<file path="src/rtl/drive_pkg.sv">
// Shared types for the wheel drive command path: motor instructions, packed command word, FSM state.
package drive_pkg;

  typedef enum logic [1:0] {
    INSTR_FWD  = 2'b01,
    INSTR_BACK = 2'b10,
    INSTR_STOP = 2'b11
  } instr_t;

  typedef struct packed {
    instr_t     left;
    instr_t     right;
    logic [3:0] dur;
  } drive_cmd_t;

  typedef enum logic {
    IDLE,
    RUN
  } state_t;

  // 2'b00 is not a valid driver instruction; treat it as STOP.
  function automatic instr_t remap_instr(input logic [1:0] raw);
    return (raw == 2'b00) ? INSTR_STOP : instr_t'(raw);
  endfunction

endpackage

</file>
<file path="src/rtl/drive_cmd_sequencer_fifo.sv">
// Synchronous FIFO for drive commands; circular pointers carry an extra wrap bit.
module cmd_fifo #(
  parameter int WIDTH = 8,
  parameter int DEPTH = 4
) (
  input  logic                     clk,
  input  logic                     reset,
  input  logic                     clear,
  input  logic                     push,
  input  logic                     pop,
  input  logic [WIDTH-1:0]         din,
  output logic [WIDTH-1:0]         dout,
  output logic                     full,
  output logic                     empty,
  output logic [$clog2(DEPTH):0]   level
);

  localparam int AW = $clog2(DEPTH);
  localparam logic [AW:0] PTR_ONE = 1;

  logic [WIDTH-1:0] mem [DEPTH];
  logic [AW:0]      wr_ptr;
  logic [AW:0]      rd_ptr;
  logic             do_push;
  logic             do_pop;

  assign level   = wr_ptr - rd_ptr;
  assign empty   = (wr_ptr == rd_ptr);
  assign full    = (wr_ptr[AW] != rd_ptr[AW]) && (wr_ptr[AW-1:0] == rd_ptr[AW-1:0]);
  assign do_push = push && !full;
  assign do_pop  = pop && !empty;
  assign dout    = mem[rd_ptr[AW-1:0]];

  always_ff @(posedge clk) begin
    if (reset || clear) begin
      wr_ptr <= '0;
      rd_ptr <= '0;
    end else begin
      if (do_push) wr_ptr <= wr_ptr + PTR_ONE;
      if (do_pop)  rd_ptr <= rd_ptr + PTR_ONE;
    end
  end

  always_ff @(posedge clk) begin
    if (do_push) mem[wr_ptr[AW-1:0]] <= din;
  end

endmodule

</file>
<file path="src/rtl/drive_cmd_sequencer.sv">
// Buffers packed drive commands and presents each one to the left/right wheel drivers for a timed number of PWM frames.
module drive_cmd_sequencer
  import drive_pkg::*;
#(
  parameter int FRAME_CYCLES = 3072,
  parameter int DUR_UNIT     = 10,
  parameter int DEPTH        = 4
) (
  input  logic                   clk,
  input  logic                   reset,
  input  logic                   cmd_valid,
  output logic                   cmd_ready,
  input  logic [7:0]             cmd_data,
  input  logic                   abort,
  output logic [1:0]             instr_l,
  output logic [1:0]             instr_r,
  output logic                   busy,
  output logic [$clog2(DEPTH):0] fifo_level
);

  localparam int FW = $clog2(FRAME_CYCLES);
  localparam int DW = $clog2(15 * DUR_UNIT + 1);
  localparam logic [FW-1:0] FRAME_LAST = FW'(FRAME_CYCLES - 1);
  localparam logic [DW-1:0] DUR_MULT   = DW'(DUR_UNIT);

  logic [FW-1:0] frame_cnt;
  logic          frame_tick;
  logic          full;
  logic          empty;
  logic          push;
  logic          pop_req;
  logic [7:0]    fifo_dout;
  drive_cmd_t    head;

  state_t        state, state_nx;
  instr_t        il_q, il_nx;
  instr_t        ir_q, ir_nx;
  logic [DW-1:0] dur_q, dur_nx;

  assign frame_tick = (frame_cnt == FRAME_LAST);

  // Abort leaves the frame phase alone; only reset realigns it.
  always_ff @(posedge clk) begin
    if (reset || frame_tick) frame_cnt <= '0;
    else                     frame_cnt <= frame_cnt + FW'(1);
  end

  assign cmd_ready = !full && !abort && !reset;
  assign push      = cmd_valid && cmd_ready;
  assign head      = drive_cmd_t'(fifo_dout);

  cmd_fifo #(
    .WIDTH (8),
    .DEPTH (DEPTH)
  ) u_fifo (
    .clk   (clk),
    .reset (reset),
    .clear (abort),
    .push  (push),
    .pop   (pop_req && !abort),
    .din   (cmd_data),
    .dout  (fifo_dout),
    .full  (full),
    .empty (empty),
    .level (fifo_level)
  );

  // dur_q == 0 while in RUN marks a hold command that only yields to the next queued entry.
  always_comb begin
    state_nx = state;
    il_nx    = il_q;
    ir_nx    = ir_q;
    dur_nx   = dur_q;
    pop_req  = 1'b0;
    case (state)
      IDLE: pop_req = !empty;
      RUN: begin
        if (dur_q == '0) begin
          pop_req = !empty;
        end else if (frame_tick) begin
          if (dur_q == DW'(1)) begin
            if (!empty) begin
              pop_req = 1'b1;
            end else begin
              state_nx = IDLE;
              il_nx    = INSTR_STOP;
              ir_nx    = INSTR_STOP;
            end
          end else begin
            dur_nx = dur_q - DW'(1);
          end
        end
      end
      default: state_nx = IDLE;
    endcase
    if (pop_req) begin
      state_nx = RUN;
      il_nx    = remap_instr(head.left);
      ir_nx    = remap_instr(head.right);
      dur_nx   = DW'(head.dur) * DUR_MULT;
    end
  end

  always_ff @(posedge clk) begin
    if (reset || abort) begin
      state <= IDLE;
      il_q  <= INSTR_STOP;
      ir_q  <= INSTR_STOP;
      dur_q <= '0;
    end else begin
      state <= state_nx;
      il_q  <= il_nx;
      ir_q  <= ir_nx;
      dur_q <= dur_nx;
    end
  end

  assign instr_l = il_q;
  assign instr_r = ir_q;
  assign busy    = (state == RUN);

endmodule
</file>
<file path="config.mk">
export PLATFORM = sky130hd
export DESIGN_NAME = drive_cmd_sequencer
export DESIGN_NICKNAME = d
export VERILOG_FILES = /design/src/rtl/drive_pkg.sv /design/src/rtl/drive_cmd_sequencer_fifo.sv /design/src/rtl/drive_cmd_sequencer.sv
export SDC_FILE = /design/constraint.sdc
export NUM_CORES = 1
export LEC_CHECK = 0
export CAP_MARGIN = 0
export CORE_ASPECT_RATIO = 1.25
export CORE_UTILIZATION = 31
export CTS_CLUSTER_DIAMETER = 150
export DETAILED_ROUTE_END_ITERATION = 10
export PLACE_DENSITY = 0.57
export SYNTH_ARGS = -nofsm -noshare
export SYNTH_HDL_FRONTEND = slang
export SYNTH_SLANG_ARGS = --single-unit
</file>
<file path="constraint.sdc">
create_clock -name clk -period 4.9 [get_ports clk]
set_clock_uncertainty 0.2 [all_clocks]
set_input_delay 0.735 -clock clk [delete_from_list [all_inputs] [get_ports clk]]
set_output_delay 0.735 -clock clk [all_outputs]
set_load 0.005 [all_outputs]
</file>
==> results of run 1 <==
through the flow:
stage	power (mW)	cells	area, um2	util, %
after CTS	1.24	417	3670	38.0
after global routing	1.28	417	3670	38.0
after floorplan	0.634	263	3080	-
after global placement	0.660	401	3400	35.2
final	1.23	417	3670	38.0
after detailed placement	0.661	401	3400	35.2
synthesized netlist by cell type, types with 2 or more instances:
master / count / share of area (%)
sky130_fd_sc_hd__a21oi_1: 7 / 1.1
sky130_fd_sc_hd__a31o_2: 2 / 0.57
sky130_fd_sc_hd__a31oi_1: 6 / 1.2
sky130_fd_sc_hd__and2_1: 5 / 1.0
sky130_fd_sc_hd__and3_1: 2 / 0.41
sky130_fd_sc_hd__and4_1: 3 / 0.85
sky130_fd_sc_hd__clkbuf_1: 4 / 0.49
sky130_fd_sc_hd__dfxtp_1: 33 / 21
sky130_fd_sc_hd__edfxtp_1: 32 / 31
sky130_fd_sc_hd__fa_1: 2 / 1.3
sky130_fd_sc_hd__ha_1: 15 / 6.1
sky130_fd_sc_hd__inv_1: 13 / 1.6
sky130_fd_sc_hd__mux2i_1: 2 / 0.65
sky130_fd_sc_hd__mux4_2: 8 / 5.8
sky130_fd_sc_hd__nand2_1: 13 / 1.6
sky130_fd_sc_hd__nand3_1: 9 / 1.5
sky130_fd_sc_hd__nand4_1: 2 / 0.41
sky130_fd_sc_hd__nor2_1: 29 / 3.5
sky130_fd_sc_hd__nor3_1: 6 / 0.97
sky130_fd_sc_hd__nor3_2: 2 / 0.65
sky130_fd_sc_hd__nor4_1: 2 / 0.41
sky130_fd_sc_hd__nor4b_1: 3 / 0.85
sky130_fd_sc_hd__o211a_1: 2 / 0.65
sky130_fd_sc_hd__o21ai_0: 8 / 1.3
sky130_fd_sc_hd__o21ai_1: 3 / 0.49
sky130_fd_sc_hd__o221a_2: 3 / 1.1
sky130_fd_sc_hd__o31a_1: 2 / 0.57
sky130_fd_sc_hd__o31ai_1: 3 / 0.73
sky130_fd_sc_hd__or3_1: 3 / 0.61
sky130_fd_sc_hd__xnor2_1: 11 / 3.1
sky130_fd_sc_hd__xor2_1: 9 / 2.6
where the power goes:
| group | switching [mW] | internal, mW | leakage, nW |
|---|---|---|---|
| clock network | 0.236 | 0.343 | 0.133 |
| logic | 0.0354 | 0.0309 | 0.635 |
| registers | 0.00601 | 0.577 | 0.556 |
| total | 0.277 | 0.951 | 1.32 |
cell usage in the layout, fill, tap and decap left out, types with 5 or more instances in the layout:
master	Yosys	final
sky130_fd_sc_hd__clkbuf_16	0	9
sky130_fd_sc_hd__xnor2_1	11	11
sky130_fd_sc_hd__ha_1	15	15
sky130_fd_sc_hd__and2_1	5	5
sky130_fd_sc_hd__inv_1	13	13
sky130_fd_sc_hd__nand2_1	13	13
sky130_fd_sc_hd__edfxtp_1	32	32
sky130_fd_sc_hd__mux4_2	8	8
sky130_fd_sc_hd__nor3_1	6	6
sky130_fd_sc_hd__nor2_1	29	29
sky130_fd_sc_hd__nand3_1	9	9
sky130_fd_sc_hd__a21oi_1	7	7
sky130_fd_sc_hd__xor2_1	9	9
sky130_fd_sc_hd__o21ai_0	8	8
sky130_fd_sc_hd__a31oi_1	6	6
sky130_fd_sc_hd__dfxtp_1	33	33
sky130_fd_sc_hd__clkdlybuf4s50_1	0	20
flip-flops by register name (all words and copies together), names as in the netlist, named ones only:
signal,cells
frame_cnt,12
busy,1
u_fifo.rd_ptr,3
instr_l,2
u_fifo.mem,32
instr_r,2
dur_q,8
u_fifo.wr_ptr,3
worst min-delay path by stage:
stage                     slack, ps           end  depth (start not counted)
after CTS                       270  frame_cnt[0]                          1
after detailed placement        250  frame_cnt[0]                          1
after floorplan                 230  frame_cnt[0]                          1
after global routing            310  frame_cnt[0]                          1
after global placement          240  frame_cnt[0]                          1
final                           260  frame_cnt[0]                          1
cells by family after synthesis:
kind of cell,count (synthesis),synth area share (%)
buffers and inverters,21,2.96
DFF,65,52.6
xor gates and xnor gates,20,5.68
adders and majority gates,17,7.39
muxes,11,6.86
AOI/OAI and AO/OA,40,8.85
and+or+nand+nor,89,15.6
area by class of cell:
cell class | instances | share of cell area [%]
well taps | 126 | 4.30
clock buffers | 10 | 6.24
clock inverters | 6 | 1.19
multi-input cells | 177 | 37.3
inverters | 13 | 1.33
flip-flops and latches | 65 | 44.2
repair buffers | 20 | 5.46
worst max-delay path: cells and delay by family:
| family | cells | cell delay [ps] |
|---|---|---|
| AO/OA/AOI/OAI | 1 | 170 |
| buffers and inverters | 2 | 970 |
| AND/OR/NAND/NOR | 1 | 410 |
per-layer routing:
| metal | vias up | GRT usage (%) | part of all wire, % |
|---|---|---|---|
| met1 | 959 | 13.4 | 42 |
| li1 | 1013 | - | - |
| met4 | 0 | 6.88 | 2.2 |
| met5 | - | 0 | 0 |
| met3 | 8 | 4.00 | 3.2 |
| met2 | 42 | 23.9 | 53 |
==> results.toml, run 1 <==
[sta]
hold_slack_ps = 264
max_slew.worst_pin.slew_ps = 811
slew_headroom_pct = 45.8
setup_violations = 0
setup_tns_ps = 0
final_max_slew_viol_count = 0
final-hold-violation-count = 0
layout_min_cycle_time_ps = 3220
rsz0062_at_grt = "no"
postLayoutSetupSlackWorst_ps = 1680
post-route-period-util_pct = 65.6
max_freq_mhz = 311

[grt]
grt_use_total_pct = 13.1
grt_pass1_wl_um = 10300
grt_max_degree = 16
overflow_left_after_global_routing = 0
grt_antenna_before_repair = 0
first_global_vias = 2068

[route]
detailroute.via_count = 2022
route.detailed.drc = 0
drtPass1Iterations = 4
postRouteWirelength_um = 6050
detail_route.wl_per_cell_um = 14.5
drc_violation_total_after_the_first_tritonroute_iteration = 84
via_per_inst = 4.85
antenna_violating_nets_post_route = 0

[setup_path]
cp_common_cell = "sky130_fd_sc_hd__clkdlybuf4s50_1"
worstPathArrival_ps = 2280
highest_fanout_seen_on_the_critical_path = 12
count_of_cells_along_the_worst_register_to_register_path = 8
endpoint_kind = "output port"
critPathLaunchType = "input pin"
worstSetupEndpoint = "cmd_ready"
worst_ep_required_time_ps = 3960
timing.critical_path.from = "reset"
slowest_delay_ps = 520
worst-setup-path-type = "input pin to output port"
regToRegSetupSlack_ps = 1860
critical_path.reg2reg.endpoint = "dur_q[6]"
path_cells = "clkdlybuf4s50_1 > or2_2 > a31oi_1 > clkdlybuf4s50_1"
critical-path-slowest-cell = "sky130_fd_sc_hd__clkdlybuf4s50_1"

[cts]
cts_made_buffers = 9
ctsLongestPathBuffers = 2
clock_sink_count = 65
tritoncts = "built"
post-cts-setup-buffer-count = 0
clock_insertion_delay_worst_skew_ps = 330
cts_resized = 0
htree_levels = 3
clk_pin_slew_worst_paths_ps = 60
postCtsHoldBufs = 0
clock-root-buffer = "sky130_fd_sc_hd__clkbuf_16"

[floorplan]
core_region_area_um2 = 9660
overall_die_area_um2 = 10300
die_width_um = 91.2
initial_utilization_pct = 31.9
ioPinCount = 21
die_outline_height_um = 113
placement_rows = 40

[power_and_ir_drop]
p_leak_nw = 1.32
worst_ir_drop_vdd_mv = 0.259
cellPowerDensity_nw_per_um2 = 335

[min_path]
worstHoldStart = "frame_cnt[0]"
hold_path.class = "flip-flop to flip-flop"

[final_layout]
layout-drive-gt1-share_pct = 11.3
antennaDiodeCount = 0
seqCellArea_um2 = 1620
fin_nets = 315
multi_input_area_um2 = 1370
num-fill-cells = 933
layout-area-overhead-vs-synth_pct = 19.1

[placed_design]
globalplace.congestion = 0.760
pre_cts_ws_ps = 1680
place_hpwl_um = 4340
io_buffer_count = 20

[yosys]
synthArstFlopShare_pct = 0
post_synth_instance_area_um2 = 3080
syn_area_per_cell_um2 = 11.7
ys_seq_elements = 65
synth.lib_cells_used.distinct = 50
syn_nets = 292
postSynthCellCount = 263
synth_top_flop_cell = "sky130_fd_sc_hd__dfxtp_1"
seq_area_frac_synth_pct = 52.6
ys.warnings.count = 0
synth_enable_flop_cells = 32

[flow_run]
maxCapViolCount = 0

[status]
status = "complete, no violations"
No activity file was read; power rests on OpenSTA's default activity.
==> run 2, diff against run 1 <==
- clock period: 4.9 -> 3.1 ns (I/O delays scaled with it)
==> results.toml, run 2 (synthesized netlist as in run 1, its figures left out) <==
[setup_path]
slowest_delay_ps = 540
regToRegSetupSlack_ps = 400
path_cells = "inv_1 > ha_1 > fa_1 > xnor2_1 > clkdlybuf4s50_1"
critical_path.reg2reg.endpoint = "dur_q[6]"
worstPathArrival_ps = 2120
endpoint_kind = "output port"
critPathLaunchType = "flip-flop"
count_of_cells_along_the_worst_register_to_register_path = 8
highest_fanout_seen_on_the_critical_path = 4
worst-setup-path-type = "flip-flop to output port"
worst_ep_required_time_ps = 2430
critical-path-slowest-cell = "sky130_fd_sc_hd__clkdlybuf4s50_1"

[sta]
setup_violations = 0
rsz0062_at_grt = "no"
max_slew.worst_pin.slew_ps = 534
final-hold-violation-count = 0
max_freq_mhz = 359
postLayoutSetupSlackWorst_ps = 312
setup_tns_ps = 0
final_max_slew_viol_count = 0
slew_headroom_pct = 64.4
layout_min_cycle_time_ps = 2790
post-route-period-util_pct = 89.9

[cts]
clk_pin_slew_worst_paths_ps = 50
ctsLongestPathBuffers = 2
clock_insertion_delay_worst_skew_ps = 330
post-cts-setup-buffer-count = 0
cts_made_buffers = 9
tritoncts = "built"
clock_sink_count = 65
cts_resized = 0
htree_levels = 3
postCtsHoldBufs = 0
clock-root-buffer = "sky130_fd_sc_hd__clkbuf_16"

[final_layout]
fin_nets = 320
layout.core_utilization_pct = 38.4
antennaDiodeCount = 0
largest_reg_flops = 32
seqCellArea_um2 = 1620
num-fill-cells = 954
multi_input_area_um2 = 1370
layout-area-overhead-vs-synth_pct = 20.3
finish.instance_area_um2 = 3710
layout-drive-gt1-share_pct = 12.5
layout.cells.most_common = "sky130_fd_sc_hd__dfxtp_1"
layout.cells.most_common_list = "33 x sky130_fd_sc_hd__dfxtp_1, 32 x sky130_fd_sc_hd__edfxtp_1, 29 x sky130_fd_sc_hd__nor2_1"

[power_and_ir_drop]
power.total_mw = 1.95
worst_ir_drop_vdd_mv = 0.358
cellPowerDensity_nw_per_um2 = 527
p_leak_nw = 1.35

[route]
drc_violation_total_after_the_first_tritonroute_iteration = 61
route.detailed.drc = 0
detail_route.wl_per_cell_um = 14.1
antenna_violating_nets_post_route = 0
postRouteWirelength_um = 5960
drtPass1Iterations = 4
detailroute.via_count = 2055
via_per_inst = 4.87

[floorplan]
die_outline_height_um = 113
initial_utilization_pct = 31.9
die_width_um = 91.2
placement_rows = 40
ioPinCount = 21
overall_die_area_um2 = 10300
core_region_area_um2 = 9660

[min_path]
holdPathStages = 1
worstHoldStart = "frame_cnt[0]"
hold_path.class = "flip-flop to flip-flop"
holdPathEnd = "frame_cnt[0]"

[placed_design]
io_buffer_count = 20
place_hpwl_um = 4350
globalplace.congestion = 0.799
placed_cell_areas_um2 = 3430
pre_cts_ws_ps = 371

[grt]
grt_antenna_before_repair = 0
grt_max_degree = 16
first_global_vias = 2098
grt_pass1_wl_um = 10100
grt_use_total_pct = 12.8
overflow_left_after_global_routing = 0

[status]
status = "complete, no violations"

[flow_run]
maxCapViolCount = 0
run 2: cell count changes in the layout (fill, tap and decap cells not counted):
cell                       delta
sky130_fd_sc_hd__clkinv_2     -1
sky130_fd_sc_hd__clkinv_4     -1
sky130_fd_sc_hd__inv_6        +1
sky130_fd_sc_hd__buf_4        +5
sky130_fd_sc_hd__clkinv_1     +1
run 2: cell type report:
type,instances,share of cell area [%]
Sequential cell,65,43.8
Multi-Input combinational cell,177,36.9
Timing Repair Buffer,25,6.41
Clock buffer,10,6.18
Tap cell,126,4.25
Inverter,13,1.32
Clock inverter,6,1.15
run 2: per-layer routing:
metal,vias to the layer above,track usage [%],wire length [um]
met4,0,8.15,185
li1,1024,-,-
met3,12,3.20,175
met5,-,0,0
met2,33,22.5,3090
met1,986,13.7,2500
run 2: worst max-delay path by stage:
stage,end,startpoint,slack (ps)
2_1_floorplan,dur_q[6],flip-flop,370
3_3_place_gp,dur_q[6],flip-flop,420
3_5_place_dp,dur_q[6],flip-flop,370
4_1_cts,fifo_level[2],u_fifo.wr_ptr[0],270
5_1_grt,fifo_level[2],u_fifo.wr_ptr[0],190
6_report,fifo_level[2],u_fifo.wr_ptr[0],310
run 2: stage by stage:
stage          instances  hold slack, ps
2_1_floorplan        263             226
6_report             422             258
5_1_grt              422             280
3_3_place_gp         406             241
3_5_place_dp         406             251
4_1_cts              422             265
run 2: worst max-delay path: cells and delay by family, from the launching register on:
family / cells / cell delay, ps
fa+ha+maj: 2 / 570
flops: 1 / 390
buf+inv: 2 / 640
xor+xnor: 1 / 200
run 2: power by group:
part	internal (mW)	total, mW	switching [mW]
registers	0.912	0.920	0.00855
clock network	0.543	0.924	0.380
logic	0.0517	0.109	0.0575
total	1.51	1.95	0.446
